`src/rtl/kwta_pkg.sv`:
```
// Shared types and constants for the k-winner-take-all inhibit controller.
// The optional winner_mask output is enabled by defining KWTA_MASK_OUT_EN.
package kwta_pkg;
   localparam int N_DEF         = 16;
   localparam int K_DEF         = 1;
   localparam int GAMMA_LEN_DEF = 64;

   typedef enum logic [1:0] {IDLE, ARMED, INHIBIT} kwta_state_e;

   // Bit width needed to hold values 0..v-1, never less than one bit.
   function automatic int cw(input int v);
      return (v <= 1) ? 1 : $clog2(v);
   endfunction
endpackage

```
`src/rtl/spike_edge_encoder.sv`:
```
// Combinational summary of a spike-edge vector: popcount, lowest set index, any.
module spike_edge_encoder import kwta_pkg::*; #(
   parameter int N = N_DEF
) (
   input  logic [N-1:0]          i_edge,
   output logic [cw(N+1)-1:0]    o_pop,
   output logic [cw(N)-1:0]      o_idx,
   output logic                  o_any
);
   localparam int PW = cw(N+1);
   localparam int IW = cw(N);

   // Scan downward so the lowest set index is the last one written.
   always_comb begin
      o_pop = '0;
      o_idx = '0;
      for (int i = N-1; i >= 0; i--) begin
         o_pop = o_pop + PW'(i_edge[i]);
         if (i_edge[i]) o_idx = IW'(i);
      end
   end

   assign o_any = |i_edge;
endmodule

```
`src/rtl/kwta_inhibit_ctrl.sv`:
```
// k-WTA controller: counts 1->0 spike edges per gamma window and asserts inhibit after K.
// Define KWTA_MASK_OUT_EN to add the winner_mask output and its register.
module kwta_inhibit_ctrl import kwta_pkg::*; #(
   parameter int N         = N_DEF,
   parameter int K         = K_DEF,
   parameter int GAMMA_LEN = GAMMA_LEN_DEF
) (
   input  logic                  clk,
   input  logic                  rst_n,
   input  logic                  gamma_start,
   input  logic [N-1:0]          spikes_in,
   output logic                  inhibit,
   output logic [cw(N)-1:0]      winner_idx,
   output logic                  winner_valid,
   output logic [cw(N+1)-1:0]    spike_count,
   output logic                  done
`ifdef KWTA_MASK_OUT_EN
   ,output logic [N-1:0]         winner_mask
`endif
);
   localparam int IW = cw(N);
   localparam int CW = cw(N+1);
   localparam int TW = cw(GAMMA_LEN);
   localparam logic [CW:0]   NSAT  = (CW+1)'(N);
   localparam logic [CW-1:0] KV    = CW'(K);
   localparam logic [TW-1:0] T_END = TW'(GAMMA_LEN-1);

   kwta_state_e   r_state, w_state_nxt;
   logic [N-1:0]  r_prev_spk;
   logic [TW-1:0] r_cnt;
   logic [CW-1:0] r_count;
   logic [IW-1:0] r_idx;
   logic          r_valid;
   logic          r_inhibit;

   logic [N-1:0]  w_edge;
   logic [CW-1:0] w_pop;
   logic [IW-1:0] w_idx;
   logic          w_any;
   logic [CW:0]   w_sum;
   logic [CW-1:0] w_count_nxt;
   logic          w_active;
   logic          w_last;
   logic          w_done;

   assign w_edge = r_prev_spk & ~spikes_in;

   spike_edge_encoder #(.N(N)) u_enc (
      .i_edge (w_edge),
      .o_pop  (w_pop),
      .o_idx  (w_idx),
      .o_any  (w_any)
   );

   assign w_active    = (r_state != IDLE);
   assign w_last      = (r_cnt == T_END);
   assign w_sum       = {1'b0, r_count} + {1'b0, w_pop};
   assign w_count_nxt = (w_sum > NSAT) ? CW'(N) : w_sum[CW-1:0];

   // A new gamma_start always wins, including over the window's last cycle.
   always_comb begin
      w_state_nxt = r_state;
      w_done      = 1'b0;
      if (gamma_start) begin
         w_state_nxt = ARMED;
      end else begin
         case (r_state)
            IDLE: w_state_nxt = IDLE;
            ARMED: begin
               if (w_last) begin
                  w_state_nxt = IDLE;
                  w_done      = 1'b1;
               end else if (w_count_nxt >= KV) begin
                  w_state_nxt = INHIBIT;
               end
            end
            INHIBIT: begin
               if (w_last) begin
                  w_state_nxt = IDLE;
                  w_done      = 1'b1;
               end
            end
            default: w_state_nxt = IDLE;
         endcase
      end
   end

   always_ff @(posedge clk or negedge rst_n) begin
      if (!rst_n) begin
         r_state    <= IDLE;
         r_prev_spk <= '1;
         r_cnt      <= '0;
         r_count    <= '0;
         r_idx      <= '0;
         r_valid    <= 1'b0;
         r_inhibit  <= 1'b0;
      end else begin
         r_state    <= w_state_nxt;
         r_prev_spk <= spikes_in;
         r_inhibit  <= (w_state_nxt == INHIBIT);
         if (gamma_start) begin
            r_cnt   <= '0;
            r_count <= '0;
            r_valid <= 1'b0;
         end else if (w_active) begin
            r_count <= w_count_nxt;
            if (!r_valid && w_any) begin
               r_idx   <= w_idx;
               r_valid <= 1'b1;
            end
            // Counter parks on the last value; it is cleared by the next gamma_start.
            if (!w_last) r_cnt <= r_cnt + TW'(1);
         end
      end
   end

`ifdef KWTA_MASK_OUT_EN
   logic [N-1:0] r_mask;

   always_ff @(posedge clk or negedge rst_n) begin
      if (!rst_n)                 r_mask <= '0;
      else if (gamma_start)       r_mask <= '0;
      else if (r_state == ARMED)  r_mask <= r_mask | w_edge;
   end

   assign winner_mask = r_mask;
`endif

   assign inhibit      = r_inhibit;
   assign winner_idx   = r_idx;
   assign winner_valid = r_valid;
   assign spike_count  = r_count;
   assign done         = w_done;
endmodule

```
`config.mk`:
```
export PLATFORM = sky130hd
export DESIGN_NAME = kwta_inhibit_ctrl
export DESIGN_NICKNAME = d
export VERILOG_FILES = /design/src/rtl/kwta_pkg.sv /design/src/rtl/spike_edge_encoder.sv /design/src/rtl/kwta_inhibit_ctrl.sv
export SDC_FILE = /design/constraint.sdc
export NUM_CORES = 1
export LEC_CHECK = 0
export ABC_AREA = 1
export CAP_MARGIN = 20
export CORE_MARGIN = 2
export CORE_UTILIZATION = 46
export CTS_CLUSTER_DIAMETER = 100
export CTS_CLUSTER_SIZE = 20
export DETAILED_ROUTE_END_ITERATION = 8
export PLACE_DENSITY = 0.65
export SYNTH_ARGS = -nofsm -noshare
export SYNTH_HDL_FRONTEND = slang
export SYNTH_SLANG_ARGS = --single-unit
```
`constraint.sdc`:
```
create_clock -name clk -period 5.6 [get_ports clk]
set_input_delay 1.12 -clock clk [delete_from_list [all_inputs] [get_ports clk]]
set_output_delay 1.12 -clock clk [all_outputs]
set_load 0.05 [all_outputs]
```
# Word-level counts from Yosys, hierarchy flattened
# Index checks and enable logic that the tools add are counted.
# Widths: inputs -> output; s select.
dict set report word_totals {
  register_bits 35
  latchBits 0
  mem_bits_rw 0
  mem_bits_ro 0
  output_inout_bits 12
  mem_count 0
}
dict set report classes {
  add_sub_neg 17
  n_mul 0
  n_div 0
  order_cmp 2
  eq_ne 5
  n_shift 0
  n_mux 33
  bitwise_logic 3
  reduce_logical 10
}
# cell n
set op_table {}
lappend op_table {{$add 5x1->5} 14}
lappend op_table {{$mux 4} 16}
lappend op_table {{$mux 6} 3}
lappend op_table {{$and 16x16->16} 1}
lappend op_table {{$not 16->16} 1}
lappend op_table {{$reduce_or 16->1} 1}
lappend op_table {{$mux 5} 3}
lappend op_table {{$mux 2} 4}
lappend op_table {{$add 5x5->6} 1}
lappend op_table {{$add 6x1->6 const B} 1}
lappend op_table {{$eq 6x6->1 const B} 1}
lappend op_table {{$gt 6x5->1 const B} 1}
lappend op_table {{$mux 1} 6}
lappend op_table {{$reduce_bool 2->1} 3}
lappend op_table {{$ge 5x1->1 const B} 1}
lappend op_table {{$eq 2x2->1 const B} 2}
lappend op_table {{$pmux 2 s2} 1}
lappend op_table {{$reduce_and 2->1} 2}
lappend op_table {{$reduce_and 3->1} 1}
lappend op_table {{$add 1x1->2} 1}
lappend op_table {{$eq 2x1->1 const B} 1}
lappend op_table {{$ne 2x2->1 const B} 1}
lappend op_table {{$reduce_or 2->1} 1}
lappend op_table {{$logic_and 1x1->1} 1}
lappend op_table {{other kinds (2)} 2}

# Longest topological paths before layout
# Gate-level depths: netlist of run 1.
dict set report depth {
  ltp_word 26
  depth_mapped 24
  ltp_nobuf 24
}

# Hierarchy
# A second synthesis of run 1 with hierarchy kept.
dict set report unflattened {
  cells_unflattened 264
  area_unflattened_um2 2304.7
}
# module instances cells_per_inst area_each_um2 seq_area_each_um2
set by_module_without_submodules {}
lappend by_module_without_submodules {kwta_inhibit_ctrl 1 179 1689.1 895.9}
lappend by_module_without_submodules {spike_edge_encoder 1 85 615.6 0.0}

# Worst setup path before layout of run 1
# No wires, ideal clock.
dict set report synth_timing {
  kind {in2reg}
  startpoint {in spikes_in[15]}
  endpoint {reg r_count[1], in the netlist spike_count[1]}
  arrival_time_ps 5689
  t_required_ps 5534
  slack_ps -155
  path_stages 17
  n_path_buf 0
  cell_sequence {nor2_1 > ha_1 > inv_1 > fa_1 > fa_1 > fa_1 > fa_1 > fa_1 > inv_1 > fa_1 > fa_1 > xor2_1 > or3_1 > o21ai_0 > nor3b_1 > nand2_1 > nand2_1}
}
dict set report synth_between {
  elab_chain_cells 22
}
# element line_no
set synth_rtl {}
lappend synth_rtl {{start: declaration} kwta_inhibit_ctrl.sv:11} ;# input logic [N-1:0] spikes_in,
lappend synth_rtl {{$not 16->16 *} kwta_inhibit_ctrl.sv:46} ;# assign w_edge = r_prev_spk & ~spikes_in;
lappend synth_rtl {{$and 16x16->16 *} kwta_inhibit_ctrl.sv:46}
lappend synth_rtl {{$add 1x1->2 *} spike_edge_encoder.sv:18} ;# o_pop = o_pop + PW'(i_edge[i]);
lappend synth_rtl {{$add 5x1->5 * (14 in a row)} spike_edge_encoder.sv:18}
lappend synth_rtl {{$add 5x5->6 *} kwta_inhibit_ctrl.sv:57} ;# assign w_sum = {1'b0, r_count} + {1'b0, w_pop};
lappend synth_rtl {{$gt 6x5->1} kwta_inhibit_ctrl.sv:58} ;# assign w_count_nxt = (w_sum > NSAT) ? CW'(N) : w_sum[CW-1:0];
lappend synth_rtl {{$mux 5 *} kwta_inhibit_ctrl.sv:58}
lappend synth_rtl {{$mux 5 *} kwta_inhibit_ctrl.sv:105} ;# end else if (w_active) begin
lappend synth_rtl {{$mux 5 *} kwta_inhibit_ctrl.sv:101} ;# if (gamma_start) begin
lappend synth_rtl {{end signal: assignment} kwta_inhibit_ctrl.sv:106} ;# r_count <= w_count_nxt;
lappend synth_rtl {{end: declaration} kwta_inhibit_ctrl.sv:31} ;# logic [CW-1:0] r_count;
# Every way passes the cells marked *; elsewhere a longest branch is shown, timed or not. The select of a mux whose other input is x is not followed.
# A chain may end at the register's enable or synchronous reset.

# Worst setup path in the final report of run 1
dict set report layout_timing {
  startpoint {in spikes_in[15]}
  endpoint {reg r_inhibit, in the netlist inhibit}
}
dict set report layout_between {
  elab_chain_cells 26
}
# element line_no
set layout_rtl {}
lappend layout_rtl {{$not 16->16 *} kwta_inhibit_ctrl.sv:46}
lappend layout_rtl {{$and 16x16->16 *} kwta_inhibit_ctrl.sv:46}
lappend layout_rtl {{$add 1x1->2 *} spike_edge_encoder.sv:18}
lappend layout_rtl {{$add 5x1->5 * (14 in a row)} spike_edge_encoder.sv:18}
lappend layout_rtl {{$add 5x5->6 *} kwta_inhibit_ctrl.sv:57}
lappend layout_rtl {{$gt 6x5->1} kwta_inhibit_ctrl.sv:58}
lappend layout_rtl {{$mux 5 *} kwta_inhibit_ctrl.sv:58}
lappend layout_rtl {{$ge 5x1->1 *} kwta_inhibit_ctrl.sv:73} ;# end else if (w_count_nxt >= KV) begin
lappend layout_rtl {{$mux 2 *} kwta_inhibit_ctrl.sv:73}
lappend layout_rtl {{$mux 2 *} kwta_inhibit_ctrl.sv:70} ;# if (w_last) begin
lappend layout_rtl {{$pmux 2 s2 *} kwta_inhibit_ctrl.sv:67} ;# case (r_state)
lappend layout_rtl {{$mux 2 *} kwta_inhibit_ctrl.sv:64} ;# if (gamma_start) begin
lappend layout_rtl {{named net w_state_nxt[1]} kwta_inhibit_ctrl.sv:28} ;# kwta_state_e r_state, w_state_nxt;
lappend layout_rtl {{$eq 2x2->1 *} kwta_inhibit_ctrl.sv:100} ;# r_inhibit <= (w_state_nxt == INHIBIT);
lappend layout_rtl {{end signal: assignment} kwta_inhibit_ctrl.sv:100}
lappend layout_rtl {{end: declaration} kwta_inhibit_ctrl.sv:34} ;# logic r_inhibit;
# Mark *: on every way through the listed nets, which the timed path passes. The rest lies on a longest branch.

==> out/metrics.yaml, run 1 <==
die_h_um: 73.7
internal-power_uw: 675
multi_input_area_um2: 1240
cp-end-kind: "register"
grt_max_degree: 36
holdCritPathClass: "register to register"
drv_cap: 0
fin_nets: 349
min_period_ps: 5540
cts_tree: "built"
ys_ff_latch: 35
final_hold_viol_count: 0
worstHoldPathCells: 2
final_cell_mix: "58 x nand2_1, 41 x inv_1, 23 x clkdlybuf4s50_1"
root_buffer: "clkbuf_8"
antenna_found_initial: 0
synth-warning-count: 0
seq_area_um2: 896
critPathLaunchType: "primary input"
syn_area_per_cell_um2: 9.08
regToRegEndpoint: "inhibit"
ant_nets: 0
clk_latency_ps: 280
filler_cell_count: 403
hpwlAfterDp_mm: 3.30
powerDensity_nw_per_um2: 390
vias: 1744
cts.clk_slew.worst_paths_ps: 70
power_mw: 1.14
drc_errors: 0
drtIter0Drc: 70
htree_num_levels: 2
vdd_drop_max_uv: 209
grt_usage_pct: 17.8
yosysSeqAreaShare_pct: 40.1
rows: 25
place_ws_ps: -695
layout_commonest_cell: "nand2_1"
vias_per_cell: 4.90
pwr-share-comb_pct: 53.6
cp.arrival_ps: 5720
p_clk_share_pct: 17.8
core_region_area_um2: 4690
clockBufferDepth: 2
start_util_pct: 47.6
worstPathMaxFanout: 2
async_flop_share_pct: 100
first_pass_iters: 4
wl_per_cell_um: 12.1
slew_viol_final: 0
fin_skew_ps: 2.21
synthCells: 246
die_area_um2: 5430
gr-total-overflow: 0
synth_edf_count: 0
p_sw_uw: 465
die_w_um: 73.7
ys_types: 36
boundaryPins: 31
tns_ps: 0
worst_ep_required_time_ps: 5780
path_class: "primary input to register"
wl_mm: 4.30
syn_nets: 294
portBuffers: 30
cts_buffers: 5
r2r.worst_path.cells: 19
p_sw_share_pct: 40.8
yosys-top-cells-area: "dfrtp_1 21%, dfstp_2 19%, nand2_1 10%"
grt_pass1_wl_mm: 7.36
grt_pass1_vias: 1686
reg2reg_slack_ps: 400
fin_util_pct: 62.2
synth_top_area_cell: "dfrtp_1"
p_seq_share_pct: 28.6
leakagePower_nw: 1.49
syn_area_um2: 2230
outcome: "completed"
max_slew.worst_pin.slew_ps: 499
relSlewSlack_pct: 66.6
setup_viol: 0
min_from: "winner_idx[1]"
synth_top_area_share_pct: 21.3
diodes: 0
whs_endpoint: "winner_idx[1]"
drive_gt1_share_pct: 29.8
synth_flop_cell: "dfrtp_1"
setup_ws_ps: 56.7
grt_setup_unrepaired: "true"
gp_congestion: 0.812
fmax_mhz: 180
r2r_start: "r_prev_spk[14]"
clock_sinks: 35
post-route-period-util_pct: 99.0
areaGrowthSynthToFinish_pct: 30.8
==> synthesized netlist by cell type, drive strengths merged, types with 4 or more instances <==
cell,count
nor2,15
fa,11
ha,18
or2,4
dfstp,16
a21oi,11
dfrtp,19
nand2,65
inv,48
nand3,7
xor2,4
o21ai,10
==> per-stage QoR <==
| step | hold slack, ps | instances | area (um2) |
|---|---|---|---|
| after floorplan | 472 | 246 | 2250 |
| after global placement | 469 | 342 | 2700 |
| after detailed placement | 473 | 342 | 2700 |
| after CTS | 491 | 355 | 2880 |
| after global routing | 531 | 356 | 2920 |
| final | 494 | 356 | 2920 |
==> kinds of logic after synthesis <==
family | share of synthesized area (%)
flops | 40.1
buf+inv | 8.68
simple gates | 21.4
xor+xnor | 1.96
compound gates | 7.90
fa+ha+maj | 19.9
==> power groups by stage <==
stage	sequential (mW)	clock, mW	combinational, mW
5_1_grt	0.332	0.220	0.682
3_3_place_gp	0.329	0	0.517
6_report	0.326	0.204	0.611
3_5_place_dp	0.330	0	0.526
4_1_cts	0.327	0.210	0.572
2_1_floorplan	0.404	0	0.284
==> what timing repair did <==
item | in CTS | in global routing
setup buffers | 5 | 1
hold buffers | 0 | 0
gates resized for setup | 32 | 15
setup endpoints to repair | 8 | 6
pin swaps | 19 | 21
cloned | 0 | 0
==> registers in the layout, summed over array words and instances (netlist names) <==
register and count:
r_state 2, r_prev_spk 16, winner_valid 1, spike_count 5, winner_idx 4, inhibit 1
r_cnt 6
==> final cells by class <==
type	count	share of cell area [%]
clock buffers	8	3.43
inverters	48	6.26
multi-input cells	162	42.4
flip-flops and latches	35	30.7
well taps	54	2.31
repair buffers	49	14.9
==> layer usage <==
| layer | GRT usage, % | share of wire, % |
|---|---|---|
| met4 | 6.06 | 1.3 |
| met5 | 0 | 0 |
| met1 | 25.2 | 48 |
| met2 | 27.3 | 47 |
| met3 | 3.43 | 3.5 |
==> worst max path at each step <==
stage	from	end	cells past startpoint	slack [ps]
final	spikes_in[15]	inhibit	19	60
after global routing	spikes_in[8]	inhibit	20	-90
after CTS	spikes_in[4]	inhibit	19	0.2
after detailed placement	spikes_in[14]	inhibit	19	-700
after global placement	spikes_in[14]	inhibit	19	-570
after floorplan	spikes_in[14]	inhibit	18	30
==> critical path, cell delays in order <==
cell     delay, ps
buf_8           70
nor2_4          40
ha_4           250
inv_2           30
fa_1           540
fa_1           440
fa_1           540
fa_1           430
fa_2           350
inv_2           80
fa_2           460
fa_2           380
xor2_2         160
or3_4          350
nor2_4         150
nand2_2         60
nand2_2         60
a21oi_2         50
nor2b_2        150
Power figures use the tool's default switching activity.
==> run 2: changes to the inputs <==
--- a/config.mk
+++ b/config.mk
@@ -9,7 +9,7 @@
 export CAP_MARGIN = 20
 export CORE_MARGIN = 2
 export CORE_UTILIZATION = 46
-export CTS_CLUSTER_DIAMETER = 100
+export CTS_CLUSTER_DIAMETER = 60
 export CTS_CLUSTER_SIZE = 20
 export DETAILED_ROUTE_END_ITERATION = 8
 export PLACE_DENSITY = 0.65
==> results of run 2 <==
No change in the layout: final DEF, timing and power equal those of run 1.
